File: config.mk
export PLATFORM = sky130hd
export DESIGN_NAME = biquad_section_tdm
export DESIGN_NICKNAME = d
export VERILOG_FILES = /design/src/rtl/biquad_section_tdm.sv
export SDC_FILE = /design/constraint.sdc
export NUM_CORES = 2
export LEC_CHECK = 0
export CELL_PAD_IN_SITES_DETAIL_PLACEMENT = 0
export CELL_PAD_IN_SITES_GLOBAL_PLACEMENT = 2
export CORE_AREA = 2 2 288 432
export CTS_CLUSTER_SIZE = 30
export DETAILED_ROUTE_END_ITERATION = 8
export DIE_AREA = 0 0 290 434
export PLACE_DENSITY_LB_ADDON = 0.2
export SLEW_MARGIN = 20
export SYNTH_ARGS = -nofsm -noshare
export SYNTH_HDL_FRONTEND = slang
export SYNTH_SLANG_ARGS = --single-unit
File: constraint.sdc
create_clock -name clk -period 40.3 [get_ports clk]
set_clock_uncertainty 0.1 [all_clocks]
set_input_delay 6.045 -clock clk [delete_from_list [all_inputs] [get_ports clk]]
set_output_delay 6.045 -clock clk [all_outputs]
set_load 0.05 [all_outputs]
File: src/rtl/biquad_section_tdm.sv
// ----------------------------------------------------------------------------
// biquad_section_tdm
//   Time-multiplexed direct-form-II second-order IIR section. One shared
//   signed multiplier is stepped through the five products of the section,
//   one product per FSM state. It serves CHANNELS independent channels, each
//   with its own (w1, w2) delay pair. The coefficients are shared by all
//   channels and can be written at runtime.
//
//     w = x + a1*w1 + a2*w2        (feedback terms are added)
//     y = b0*w + b1*w1 + b2*w2
//
//   Optional build macro:
//     BIQUAD_SAT_EN  - narrowing from the accumulator saturates, and any clip
//                      sets the sticky 'sat' flag. When the macro is not
//                      defined, narrowing wraps and 'sat' is tied low.
//
// Parameters
//   DATA_W    sample/coefficient width, signed two's complement
//   FRAC_W    fraction bits of the Q format used by samples and coefficients
//   CHANNELS  number of independent channels
//   CH_W      channel tag width (derived)
//
// Ports
//   clk, rst             rising-edge clock, asynchronous active-high reset
//   in_data/in_ch        input sample and its channel tag
//   in_valid/in_ready    input handshake; in_ready is high only while idle
//   out_data/out_ch      output sample and its channel tag
//   out_valid/out_ready  output handshake; held stable until accepted
//   coef_wr/coef_addr    coefficient write (0=b0 1=b1 2=b2 3=a1 4=a2)
//   coef_data            coefficient value, same Q format as the data
//   ch_err               one-cycle pulse when a sample with a bad tag is dropped
//   sat                  sticky saturation flag
// ----------------------------------------------------------------------------
module biquad_section_tdm #(
    parameter int DATA_W   = 32,
    parameter int FRAC_W   = 16,
    parameter int CHANNELS = 4,
    localparam int CH_W    = (CHANNELS > 1) ? $clog2(CHANNELS) : 1
) (
    input  logic              clk,
    input  logic              rst,
    input  logic [DATA_W-1:0] in_data,
    input  logic [CH_W-1:0]   in_ch,
    input  logic              in_valid,
    output logic              in_ready,
    output logic [DATA_W-1:0] out_data,
    output logic [CH_W-1:0]   out_ch,
    output logic              out_valid,
    input  logic              out_ready,
    input  logic              coef_wr,
    input  logic [2:0]        coef_addr,
    input  logic [DATA_W-1:0] coef_data,
    output logic              ch_err,
    output logic              sat
);

    // Three guard bits are enough for the sum of the input term and two products.
    localparam int ACC_W = 2*DATA_W + 3;
    localparam int PRD_W = 2*DATA_W;
    localparam logic [CH_W:0] CH_LIM = CHANNELS[CH_W:0];

    typedef enum logic [2:0] {IDLE, FB1, FB2, FF0, FF1, FF2, OUT} state_t;

    state_t                    state_reg;
    logic signed [ACC_W-1:0]   acc_reg;
    logic [CH_W-1:0]           ch_reg;
    logic signed [DATA_W-1:0]  w_reg;
    logic signed [DATA_W-1:0]  b0_reg, b1_reg, b2_reg, a1_reg, a2_reg;
    logic [DATA_W-1:0]         out_data_reg;
    logic [CH_W-1:0]           out_ch_reg;
    logic                      out_valid_reg;
    logic                      in_ready_reg;
    logic                      ch_err_reg;

    logic signed [DATA_W-1:0]  w1_rd [CHANNELS];
    logic signed [DATA_W-1:0]  w2_rd [CHANNELS];
    logic signed [DATA_W-1:0]  w1_sel, w2_sel;
    logic signed [DATA_W-1:0]  mul_a, mul_b;
    logic signed [PRD_W-1:0]   prod;
    logic signed [ACC_W-1:0]   prod_ext;
    logic signed [ACC_W-1:0]   acc_sum;
    logic signed [ACC_W-1:0]   x_ext;
    logic [DATA_W-1:0]         narrow_val;
    logic                      accept;
    logic                      ch_bad;
    logic                      commit;

    assign accept = (state_reg == IDLE) && in_valid && in_ready_reg;
    assign ch_bad = ({1'b0, in_ch} >= CH_LIM);
    // Channel state advances only when the output is actually taken.
    assign commit = (state_reg == OUT) && out_ready;

    // Per-channel delay pairs.
    for (genvar gi = 0; gi < CHANNELS; gi++) begin : g_ch
        logic signed [DATA_W-1:0] w1_reg;
        logic signed [DATA_W-1:0] w2_reg;

        always_ff @(posedge clk or posedge rst) begin
            if (rst) begin
                w1_reg <= '0;
                w2_reg <= '0;
            end else if (commit && (ch_reg == CH_W'(gi))) begin
                w2_reg <= w1_reg;
                w1_reg <= w_reg;
            end
        end

        assign w1_rd[gi] = w1_reg;
        assign w2_rd[gi] = w2_reg;
    end

    assign w1_sel = w1_rd[ch_reg];
    assign w2_sel = w2_rd[ch_reg];

    // Shared multiplier: operands are steered by the current state.
    always_comb begin
        mul_a = '0;
        mul_b = '0;
        case (state_reg)
            FB1:     begin mul_a = a1_reg; mul_b = w1_sel; end
            FB2:     begin mul_a = a2_reg; mul_b = w2_sel; end
            FF0:     begin mul_a = b0_reg; mul_b = w_reg;  end
            FF1:     begin mul_a = b1_reg; mul_b = w1_sel; end
            FF2:     begin mul_a = b2_reg; mul_b = w2_sel; end
            default: ;
        endcase
    end

    assign prod     = mul_a * mul_b;
    assign prod_ext = {{(ACC_W-PRD_W){prod[PRD_W-1]}}, prod};
    assign acc_sum  = acc_reg + prod_ext;
    assign x_ext    = {{(ACC_W-DATA_W){in_data[DATA_W-1]}}, in_data};

`ifdef BIQUAD_SAT_EN
    localparam logic signed [ACC_W-1:0] SAT_MAX = {{(ACC_W-DATA_W+1){1'b0}}, {(DATA_W-1){1'b1}}};
    localparam logic signed [ACC_W-1:0] SAT_MIN = ~SAT_MAX;

    logic signed [ACC_W-1:0] shifted;
    logic                    clip;
    logic                    sat_reg;

    // Arithmetic shift floors; out-of-range results clip to the rails.
    always_comb begin
        shifted    = acc_sum >>> FRAC_W;
        clip       = 1'b0;
        narrow_val = shifted[DATA_W-1:0];
        if (shifted > SAT_MAX) begin
            narrow_val = {1'b0, {(DATA_W-1){1'b1}}};
            clip       = 1'b1;
        end else if (shifted < SAT_MIN) begin
            narrow_val = {1'b1, {(DATA_W-1){1'b0}}};
            clip       = 1'b1;
        end
    end

    always_ff @(posedge clk or posedge rst) begin
        if (rst) begin
            sat_reg <= 1'b0;
        end else if (clip && ((state_reg == FB2) || (state_reg == FF2))) begin
            sat_reg <= 1'b1;
        end
    end

    assign sat = sat_reg;
`else
    // Wrap: keep the low DATA_W bits of the floored quotient.
    assign narrow_val = acc_sum[FRAC_W +: DATA_W];
    assign sat        = 1'b0;
`endif

    // Sequencer: one multiply-accumulate per state.
    always_ff @(posedge clk or posedge rst) begin
        if (rst) begin
            state_reg     <= IDLE;
            acc_reg       <= '0;
            ch_reg        <= '0;
            w_reg         <= '0;
            b0_reg        <= DATA_W'(1) << FRAC_W;
            b1_reg        <= '0;
            b2_reg        <= '0;
            a1_reg        <= '0;
            a2_reg        <= '0;
            out_data_reg  <= '0;
            out_ch_reg    <= '0;
            out_valid_reg <= 1'b0;
            in_ready_reg  <= 1'b0;
            ch_err_reg    <= 1'b0;
        end else begin
            ch_err_reg <= 1'b0;
            case (state_reg)
                IDLE: begin
                    in_ready_reg <= 1'b1;
                    if (accept) begin
                        // A sample accept takes priority over a coefficient write.
                        if (ch_bad) begin
                            ch_err_reg <= 1'b1;
                        end else begin
                            acc_reg      <= x_ext <<< FRAC_W;
                            ch_reg       <= in_ch;
                            in_ready_reg <= 1'b0;
                            state_reg    <= FB1;
                        end
                    end else if (coef_wr) begin
                        case (coef_addr)
                            3'd0:    b0_reg <= coef_data;
                            3'd1:    b1_reg <= coef_data;
                            3'd2:    b2_reg <= coef_data;
                            3'd3:    a1_reg <= coef_data;
                            3'd4:    a2_reg <= coef_data;
                            default: ;
                        endcase
                    end
                end
                FB1: begin
                    acc_reg   <= acc_sum;
                    state_reg <= FB2;
                end
                FB2: begin
                    acc_reg   <= acc_sum;
                    w_reg     <= narrow_val;
                    state_reg <= FF0;
                end
                FF0: begin
                    // Feed-forward sum restarts from the b0 product.
                    acc_reg   <= prod_ext;
                    state_reg <= FF1;
                end
                FF1: begin
                    acc_reg   <= acc_sum;
                    state_reg <= FF2;
                end
                FF2: begin
                    out_data_reg  <= narrow_val;
                    out_ch_reg    <= ch_reg;
                    out_valid_reg <= 1'b1;
                    state_reg     <= OUT;
                end
                OUT: begin
                    if (out_ready) begin
                        out_valid_reg <= 1'b0;
                        in_ready_reg  <= 1'b1;
                        state_reg     <= IDLE;
                    end
                end
                default: state_reg <= IDLE;
            endcase
        end
    end

    assign in_ready  = in_ready_reg;
    assign out_data  = out_data_reg;
    assign out_ch    = out_ch_reg;
    assign out_valid = out_valid_reg;
    assign ch_err    = ch_err_reg;

endmodule
; Yosys cells after proc, flatten, opt, wreduce, memory -nomap -nowiden
; Index checks and enable logic that the tools add are counted.
[totals]
regBits = 556
in_bits = 74
out_inout_bits = 38
elab_cells = 85
[op_classes]
addsub = 1
multipliers = 1
n_lt_le_gt_ge = 1
n_eq_ne = 15
muxes = 18
bitwise_logic = 2
reduce_logical = 26
[op_table]
columns = operator, n
row1 = case mux 67 bit (3 select lines), 1
row2 = case mux 32 bit (5 select lines), 1
row3 = binary-select mux 32 bit (select 2 bit), 2
row4 = 2-to-1 mux 32 bit, 4
row5 = case mux 32 bit (3 select lines), 1
row6 = adder 67 x 64 -> 67 bit, 1
row7 = 2-to-1 mux 67 bit, 1
row8 = multiplier 32 x 32 -> 64 bit, 1
row9 = case mux 3 bit (7 select lines), 1
row10 = AND reduction 4 bit, 5
row11 = "equality test 3 x 2 -> 1 bit, second input constant", 4
row12 = "equality test 3 bit, second input constant", 4
row13 = AND reduction 2 bit, 5
row14 = logical AND 1 bit, 7
row15 = "equality test 3 x 1 -> 1 bit, second input constant", 2
row16 = logical NOT 3 bit, 2
row17 = 2-to-1 mux 3 bit, 2
row18 = "equality test 2 bit, second input constant", 2
row19 = "inequality test 2 bit, second input constant", 2
row20 = case mux 1 bit (2 select lines), 2
row21 = nonzero test 2 bit, 2
row22 = OR reduction 2 bit, 2
row23 = "greater-or-equal comparator 3 bit, second input constant", 1
row24 = 2-to-1 mux 1 bit, 3
row25 = 6 further kinds, 6

; Depth between registers and ports, before layout
[depth]
ltp_word = 8
ltp_mapped = 52
depth_no_buf = 44

; Worst setup path before layout
; No wires, ideal clock.
[synth_path]
path_kind = register -> register
from = register ch_reg[0]
to = register acc_reg[44]
setup_time_ns = 0.104
t_arrival_ns = 11.382
required_time_ns = 40.096
path_slack_ns = 28.714
stages_incl_launch_ff = 42
n_path_buf = 5
period_less_slack_ns = 11.586
path_cell_list = dfrtp_1 -> buf_4 -> buf_2 -> buf_2 -> buf_1 -> mux4_2 -> a221o_1 -> o21ai_1 -> clkbuf_1 -> nor2_1 -> fa_1 -> fa_1 -> fa_1 -> inv_1 -> fa_1 -> inv_1 -> fa_1 -> inv_1 -> [... 6 more ...] -> a221oi_1 -> o21ai_0 -> a31oi_1 -> o21ai_0 -> a21o_1 -> a21oi_1 -> xnor2_1 -> ha_1 -> a211o_1 -> o32a_1 -> a211oi_1 -> or3b_2 -> a21o_1 -> a21oi_1 -> o21bai_1 -> a21oi_1 -> xor2_1 -> a221oi_1
[synth_via]
elab_chain_cells = 8
elab_cells_between_ends = 11
classes_between = add/sub: 1 / mul: 1 / mux: 8 / bitwise: 1
[synth_rtl]
columns = element, line
row1 = start: declaration, 66  ; logic [CH_W-1:0] ch_reg;
row2 = start signal: assignment, 199  ; ch_reg <= in_ch;
row3 = inverter 2 -> 3 bit (implied by the code) (*), "112, 113"
row4 = "binary-select mux 32 bit (select 2 bit), on equally long branches", "113, 112"
row5 = "2-to-1 mux 32 bit, on equally long branches (2 in series)", "113, 112"
row6 = case mux 32 bit (3 select lines) (*), 119  ; case (state_reg)
row7 = multiplier 32 x 32 -> 64 bit (*), 129  ; assign prod = mul_a * mul_b;
row8 = adder 67 x 64 -> 67 bit, 131  ; assign acc_sum = acc_reg + prod_ext;
row9 = case mux 67 bit (3 select lines) (*), 190  ; case (state_reg)
row10 = end signal: assignment, 198  ; acc_reg <= x_ext <<< FRAC_W;
row11 = end signal: assignment, 215  ; acc_reg <= acc_sum;
row12 = end signal: assignment, 219  ; acc_reg <= acc_sum;
row13 = end: declaration, 65  ; logic signed [ACC_W-1:0] acc_reg;
; Every way passes the cells marked *; elsewhere a longest branch is shown, timed or not. The select of a mux whose other input is x is not followed.
; A chain may end at the register's enable or synchronous reset.

; Worst setup path after layout
[layout_path]
from = register ch_reg[1]
to = register acc_reg[44]
; Same word-level chain as after synthesis.

==> impl_results.md <==
- Hold violation count in the final report: 0
- Antenna Violating Nets Remaining: 0
- Post-CTS Resized: 0
- CTS Buffer Depth: 3
- Crit path launch type: register
- Cell Area, Placed: 58700 µm²
- RD Place Congestion: 0.897
- Clock latency on the worst-skew pair: 0.65 ns
- Cell mode on critical path: fa_1
- Cell Area, Synth: 55700 µm²
- Primary FF master, synth: dfrtp_1
- Crit-path slowest cell: dfrtp_4
- Placed cells: 7027
- CP max stage delay: 0.79 ns
- Initial antenna violation count: 10
- Mux cell area share after synthesis: 0.128
- Die width: 290 µm
- DRC viols: 0
- Synth Area in Adders: 0.351
- Total CTS buffers: 51
- Clock root buffer: clkbuf_16
- Yosys reg bits: 537
- Vias post-DR: 40.0k
- Antenna cells: 0
- Total global-route track usage: 0.292
- Clock Sinks: 537
- Peak Freq: 74.0 MHz
- Pre-antenna DRT Iters: 5
- Cell Rows: 157
- Asr flop ratio synth: 1.00
- Largest family of logic cells by synthesized area: adder cells
- Non-filler instance count after layout: 7122
- Commonest non-fill, non-tap cells in the layout: inv_1, fa_1, nor2_1
- Crit Path Class: register to register
- Post-CTS setup buffers: 0
- Setup repair after global routing missed its margin: false
- Period minus WS final: 13.52 ns
- Final TNS setup: 0 ns
- Most common cell after layout, fill and taps aside: inv_1
- Final setup fails: 0
- Number of synthesized flops with an enable pin: 0
- Largest net degree at the start of global routing: 150
- Final period util: 0.335
- Initial Util: 0.456
- Core Area: 122000 µm²
- Final Instance Area: 60500 µm²
- Hold Crit Class: register to register
- Dpl hpwl: 137000 µm
- Worst-Margin Slew: 1.07 ns
- Max cap viols: 0
- Initial drt markers: 2300
- Simple-gate portion of the synthesized area: 0.0974
- Syn Area/Cell: 10.1 µm²
- Worst Path Max Fanout: 41
- WL per Instance: 25.2 µm
- Fin util: 0.496
- Global route overflow: 0
- Post-synthesis compound-gate area fraction: 0.0778
- CTS clock-pin slew for the worst setup and hold paths: 0.07 ns
- Final #Nets: 6623
- Max-slew headroom: 0.289
- CTS H-tree depth: 2
- First-pass GRT wire length: 273000 µm
- DRT Wirelength: 179000 µm
- Syn Inst Count: 5496
- I/O pins: 112
- Sequential share of the synthesized area: 0.241
- XOR/XNOR Fraction of Synth Area: 0.0201
- Data required, critical path: 40.67 ns
- Slew Limit Fails: 0
- Ys Warns: 0
- Outcome: finished, final reports clean
- DIE AREA: 126000 µm²
- Vias in the first global route: 43.4k
- Die Y: 434 µm
- CTS tree: yes
- CP arrival: 13.89 ns
- # port buffers: 109
- # hold bufs at CTS: 0
- Kind of end point of the critical path: register
- Share of layout cells above drive strength 1: 0.140
- Synth cell types: 91
- Vias/cell: 5.62
- Synth-to-layout area growth: 8.69%
## cell usage after synthesis, drive strengths merged, types with 9 or more instances
library cell | n | area share
a211oi | 9 | 0.0012
a21o | 61 | 0.0082
o21ai | 213 | 0.019
o21bai | 15 | 0.0020
o211ai | 10 | 0.0013
nand3 | 25 | 0.0023
clkbuf | 229 | 0.015
dfrtp | 536 | 0.24
a22oi | 40 | 0.0054
mux2i | 104 | 0.019
xor2 | 33 | 0.0055
mux4 | 56 | 0.023
a31oi | 16 | 0.0019
xnor2 | 79 | 0.013
nor2 | 606 | 0.041
nor2b | 21 | 0.0024
o21a | 34 | 0.0046
o22ai | 18 | 0.0020
a221oi | 49 | 0.0078
and2 | 16 | 0.0018
a21oi | 110 | 0.010
and3 | 14 | 0.0016
fa | 840 | 0.30
nand2 | 574 | 0.039
inv | 899 | 0.061
a221o | 19 | 0.0034
or2 | 13 | 0.0015
buf | 69 | 0.0078
nand2b | 29 | 0.0033
mux2 | 430 | 0.087
ha | 218 | 0.049
## stage by stage
| step | setup slack, ns | hold slack, ns |
|---|---|---|
| floorplan | 19.15 | 0.356 |
| global placement | 26.91 | 0.364 |
| detailed placement | 26.88 | 0.375 |
| CTS | 26.82 | 0.391 |
| global route | 26.03 | 0.407 |
| finish | 26.78 | 0.383 |
## metal layers
layer	GRT usage	up-vias	share of wire
li1	-	17500	-
met1	0.340	21300	0.38
met2	0.538	915	0.53
met3	0.0274	323	0.037
met4	0.147	0	0.059
met5	0	-	0
## final cells by class
cell class / count / area, µm²
repair buffers: 239 / 2090
inverters: 900 / 3390
clock inverters: 20 / 256
clock buffers: 74 / 1530
well taps: 1590 / 1990
fillers: 11500 / 61500
multi-input cells: 3762 / 37800
flip-flops and latches: 537 / 13500
## worst max-delay path: cells and delay by family, from the launching register on
family | cells | cell delay (ns)
AO/OA/AOI/OAI | 14 | 2.99
XOR/XNOR | 2 | 0.75
adder cells (fa/ha/maj) | 10 | 4.75
buffers and inverters | 8 | 2.09
flip-flops | 1 | 0.79
multiplexers | 2 | 0.73
AND/OR/NAND/NOR | 5 | 1.01
## cells by family after synthesis
logic type | after synthesis
buf+inv | 1198
compound gates | 656
flops | 537
xor+xnor | 117
other cells | 1
fa+ha+maj | 1058
mux | 590
simple gates | 1339
## final timing paths
kind | startpoint | endpoint | slack [ns] | cells past startpoint
worst max-delay path | ch_reg[1]$_DFFE_PP0P_ | acc_reg[44]$_DFFE_PP0P_ | 26.78 | 41
worst min-delay path | out_data[9]$_DFFE_PP0N_ | out_data[9]$_DFFE_PP0N_ | 0.38 | 2
worst max register to register | ch_reg[1]$_DFFE_PP0P_ | acc_reg[44]$_DFFE_PP0P_ | 26.78 | 41
worst min register to register | out_data[9]$_DFFE_PP0N_ | out_data[9]$_DFFE_PP0N_ | 0.38 | 2
max in group asynchronous | rst | acc_reg[8]$_DFFE_PP0P_ | 31.12 | 5
min in group asynchronous | rst | g_ch[2].w1_reg[6]$_DFFE_PP0P_ | 5.80 | 2
Power is left out: the tool's default activity adds up to more than one toggle a clock period on the data nets, which glitch-free logic cannot reach.
